<file path="config.mk">
export PLATFORM = sky130hd
export DESIGN_NAME = reset_release_cycle_counter
export DESIGN_NICKNAME = d
export VERILOG_FILES = /design/src/rtl/reset_release_cycle_counter.sv
export SDC_FILE = /design/constraint.sdc
export NUM_CORES = 1
export LEC_CHECK = 0
export BUFFER_PORTS_ARGS = -buffer_cell sky130_fd_sc_hd__buf_2
export CAP_MARGIN = 40
export CORE_AREA = 5 5 64 66
export DETAILED_ROUTE_END_ITERATION = 16
export DIE_AREA = 0 0 69 71
export PLACE_DENSITY = 0.86
export SLEW_MARGIN = 20
export SYNTH_ARGS = -nofsm -noshare
export SYNTH_HDL_FRONTEND = slang
export SYNTH_SLANG_ARGS = --single-unit
</file>
<file path="constraint.sdc">
create_clock -name clk_i -period 2 [get_ports clk_i]
set_clock_uncertainty 0.05 [all_clocks]
set_input_delay 0.6 -clock clk_i [delete_from_list [all_inputs] [get_ports clk_i]]
set_output_delay 0.6 -clock clk_i [all_outputs]
set_load 0.005 [all_outputs]
</file>
<file path="src/rtl/reset_release_cycle_counter.sv">
// Delays release_i through a flop chain into a local reset and runs a cycle counter behind it.
// Define RESET_RELEASE_CYCLE_COUNTER_SATURATE_EN to saturate with a sticky flag instead of wrapping.
module reset_release_cycle_counter #(
    parameter int unsigned        width_p      = 32,
    parameter int unsigned        num_stages_p = 3,
    parameter logic [width_p-1:0] init_val_p   = '0
) (
    input  logic               clk_i,
    input  logic               reset_i,
    input  logic               release_i,
    output logic               reset_o,
    output logic [width_p-1:0] ctr_r_o,
    output logic               ctr_wrap_o
);

    localparam logic [width_p-1:0] ctr_max_lp = '1;

    generate
        if (num_stages_p == 0) begin : g_comb
            assign reset_o = ~release_i;
        end else begin : g_chain
            logic [num_stages_p-1:0] stage_q, stage_d;

            always_comb begin
                stage_d    = stage_q;
                stage_d[0] = ~release_i;
                for (int i = 1; i < int'(num_stages_p); i++) begin
                    stage_d[i] = stage_q[i-1];
                end
            end

            // Every stage powers up asserted so reset_o is high throughout reset_i.
            always_ff @(posedge clk_i or posedge reset_i) begin
                if (reset_i) stage_q <= '1;
                else         stage_q <= stage_d;
            end

            assign reset_o = stage_q[num_stages_p-1];
        end
    endgenerate

    logic [width_p-1:0] ctr_q, ctr_d;
    logic               wrap_q, wrap_d;

    // The counter looks at the current reset_o, so it trails the chain by one edge.
    always_comb begin
        ctr_d  = ctr_q;
        wrap_d = 1'b0;
        if (reset_o) begin
            ctr_d  = init_val_p;
            wrap_d = 1'b0;
        end else begin
`ifdef RESET_RELEASE_CYCLE_COUNTER_SATURATE_EN
            if (ctr_q != ctr_max_lp) ctr_d = ctr_q + width_p'(1);
            wrap_d = wrap_q | (ctr_d == ctr_max_lp);
`else
            ctr_d  = ctr_q + width_p'(1);
            wrap_d = (ctr_q == ctr_max_lp);
`endif
        end
    end

    always_ff @(posedge clk_i or posedge reset_i) begin
        if (reset_i) begin
            ctr_q  <= init_val_p;
            wrap_q <= 1'b0;
        end else begin
            ctr_q  <= ctr_d;
            wrap_q <= wrap_d;
        end
    end

    assign ctr_r_o    = ctr_q;
    assign ctr_wrap_o = wrap_q;

endmodule

</file>
# Word level (Yosys, flattened, before mapping)
# Index checks and enable logic that the tools add are counted.
[classes]
add_sub_neg = 1
eq_ne = 1
mux = 2
bitwise_logic = 1
[ops]
columns = ["op", "n"]
rows = [
  ["$add A32 B1 Y32 const B", 1],
  ["$eq A32 B32 Y1 const B", 1],
  ["$mux W32", 1],
  ["$mux W1", 1],
  ["$not A1 Y1", 1],
]
[totals]
register_bits = 36
output_inout_bits = 34

# Depth between registers and ports, before layout
[depth]
ltp_word = 2
ltp_mapped = 7

# Worst setup path after synthesis
# No wires, ideal clock.
[synth_path]
path_type = "register to register"
from = "register ctr_q[0], in the netlist ctr_r_o[0]"
to = "register ctr_q[30], in the netlist ctr_r_o[30]"
arrival_ps = 1632
t_required_ps = 1822
path_slack_ps = 190
stages_incl_launch_ff = 6
n_path_buf = 1
cell_sequence = "dfrtp_1 ha_1 nand4_1 clkbuf_1 nor4_1 mux2_1"
[synth_between]
elab_chain_cells = 2
[synth_rtl]
columns = ["item", "line_no", "rtl"]
rows = [
  ["from (decl)", "42", "logic [width_p-1:0] ctr_q, ctr_d;"],
  ["from (signal assigned)", "65", "ctr_q <= init_val_p;"],
  ["from (signal assigned)", "68", "ctr_q <= ctr_d;"],
  ["$add A32 B1 Y32", "57", "ctr_d = ctr_q + width_p'(1);"],
  ["$mux W32", "49", "if (reset_o) begin"],
  ["net ctr_d[30]", "42", ""],
]
# The timed path passes the listed nets, and every way through them passes these cells.

# Worst setup path in the final report
[layout_path]
from = "register g_chain.stage_q[2]"
to = "output reset_o"
[layout_rtl]
columns = ["item", "line_no", "rtl"]
rows = [
  ["from (decl)", "22", "logic [num_stages_p-1:0] stage_q, stage_d;"],
  ["from (signal assigned)", "35", "else stage_q <= stage_d;"],
  ["to (decl)", "11", "output logic reset_o,"],
]
# No word-level cell between the ends.

==> results.txt <==
Crit path launch type - flop
Reg-to-Reg Start - ctr_r_o[6]
CP endpoint kind - output port
Final min period - 1.91 ns
Top delay family on crit path - flip-flops
GRT Total Usage - 16.9%
Initial antenna violation count - 0
Synth top area cells - dfrtp_1 46%, xor2_1 5.9%, o31ai_1 5.5%
Commonest cells in the netlist - 33 x dfrtp_1, 16 x nor2_1, 15 x a21oi_1
Num CTS Buffers - 5
Seq/Total Area, Yosys - 50.7%
Final Hold Viols - 0
Diodes inserted - 0
Total Power - 1.30 mW
RSZ-0062 raised after global routing - false
Avg WL per Cell - 14.8 um
Post-Syn Area - 0.00178 mm^2
EDFF count, synth - 0
Max Root-Sink Buffers - 2
Largest net degree at the start of global routing - 37
GRT overflow - 0
HPWL Detailed - 2690 um
Critical Path Slowest Stage Cell - dfstp_2
Worst EP arrival - 1.26 ns
VDD IR-drop max - 0.388 mV
Clock latency on the worst-skew pair - 0.35 ns
Synth async-reset ratio - 100%
CTS tree - built
Critical path peak fanout - 18
Final nets - 222
Die Span X - 69 um
WP buf/inv - 1
Placeable Area - 0.00352 mm^2
CP cell instances - buf_2
Hold WC Path Type - input port to async pin
Die ar. - 0.00490 mm^2
Setup violators final - 0
Yosys warning count - 0
Initial Util - 50.6%
# fillers - 339
CP Launch Point - g_chain.stage_q[2]
Starting DRC count in detailed routing - 126
FF-to-FF path depth - 4
Main flop type after synthesis - dfrtp_1
Synth area leader - dfrtp_1
DR DRC count - 0
Area growth syn-to-layout - 20.7%
# IOs - 37
PD cells - 604 mW/mm^2
Gate Count Post-Synth - 174
FP Rows - 22
Vias in the first global route - 1,500
Max Clk Rate - 524 MHz
Via Count - 1,556
Max_cap viols - 0
Proportion of netlist area held by the largest area contributor - 46.3%
Final ANT Viol Nets - 0
Synthesized flop and latch total - 36
Pins Over Slew Limit - 0
Routability cong. - 0.810
Netlist cell types - 28
Clk sinks - 36
Status - complete, no violations
Final period util - 95.5%
IO Port Bufs - 36
Layout cells sized above 1 - 29.2%
Post-Route WL - 3950 um
CTS H-tree lvls - 2
Root buf cell - clkbuf_4
First-pass GRT wire length - 6650 um
Worst path required time - 1.35 ns
R2R Path End - ctr_r_o[29]
Pre-antenna DRT Iters - 5
Worst reg-to-reg setup slack - 0.13 ns
Slew margin rel. - 70.3%
Worst-Margin Slew - 0.445 ns
Vias per inst - 5.83
CP max stage delay - 0.74 ns
Most frequent cell after synthesis - dfrtp_1
Syn Area/Cell - 10.3 um^2
Die H - 71 um
Clock-pin slew on the worst setup and hold paths - 0.12 ns
Pleak - 1.02 nW
Setup CP Type - flop to output port
Setup Total Neg Slack - 0 ns
Mapped Nets - 178
-- where the power goes --
part | switching (mW) | total (mW) | internal (mW)
clock network | 0.246 | 0.508 | 0.262
registers | 0.0107 | 0.749 | 0.738
logic | 0.0292 | 0.0446 | 0.0154
-- metal layers --
metal  vias to the layer above  part of all wire [%]  routed length (um)  GRT usage [%]
met3                         8                   7.3                 288           6.68
met5                         -                     0                   0              0
li1                        739                     -                   -              -
met4                         0                   2.0                  78           8.03
met2                        55                    47                1870           26.5
met1                       754                    43                1710           20.3
-- area by class of cell --
type / count / area [um^2] / area share [%]
clock buffers: 6 / 41.3 / 1.92
clock inverters: 2 / 35.0 / 1.63
inverters: 4 / 15.0 / 0.697
multi-input cells: 123 / 827 / 38.4
flip-flops and latches: 36 / 905 / 42.0
well taps: 48 / 60.1 / 2.79
repair buffers: 48 / 270 / 12.6
-- cells in the final DEF (no fill, tap or decap), types with 3 or more instances in the layout --
cell type  instances
nand3_1            9
nor2b_1            3
nand2_1            7
dfstp_2            3
buf_2             36
and2_1             3
o31ai_1           13
or4_1             13
nand4_1           10
and4_1             5
dfrtp_1           33
a21oi_1           15
buf_4             12
xor2_1            12
inv_1              4
clkbuf_4           5
nor2_1            16
-- what timing repair did --
item                                    in CTS  in global routing
endpoints found under the setup margin       0                 14
hold buffers                                 0                  0
buffers inserted                             0                  0
resized for setup                            0                  4
-- stage by stage --
step           cells  util, %  hold WS, ns  setup slack [ns]  cell area [um^2]
2_1_floorplan    174        -        0.295             0.190              1780
3_3_place_gp     258     58.1        0.296             0.103              2050
3_5_place_dp     258     58.1        0.299            0.0434              2050
4_1_cts          266     60.3        0.283            0.0300              2120
5_1_grt          267     61.1        0.293           0.00307              2150
6_report         267     61.1        0.282            0.0899              2150
-- sequential cells by signal, summed over array words and instances (netlist names) --
register,count
g_chain.stage_q,3
ctr_wrap_o,1
ctr_r_o,32
-- worst max-delay path by stage --
| stage | end | cells after the start |
|---|---|---|
| 3_3_place_gp | ctr_r_o[30] | 4 |
| 2_1_floorplan | ctr_r_o[30] | 5 |
| 5_1_grt | reset_o | 1 |
| 4_1_cts | ctr_r_o[30] | 4 |
| 6_report | reset_o | 1 |
| 3_5_place_dp | ctr_r_o[30] | 4 |
-- kinds of logic after synthesis --
family | share of synthesized area [%]
AOI/OAI and AO/OA | 10.2
xor gates and xnor gates | 6.38
adders and majority gates | 0.701
buffers and inverters | 4.63
DFF | 50.7
muxes | 1.26
and+or+nand+nor | 26.1
Note: power is estimated with default switching activity, not from simulation.
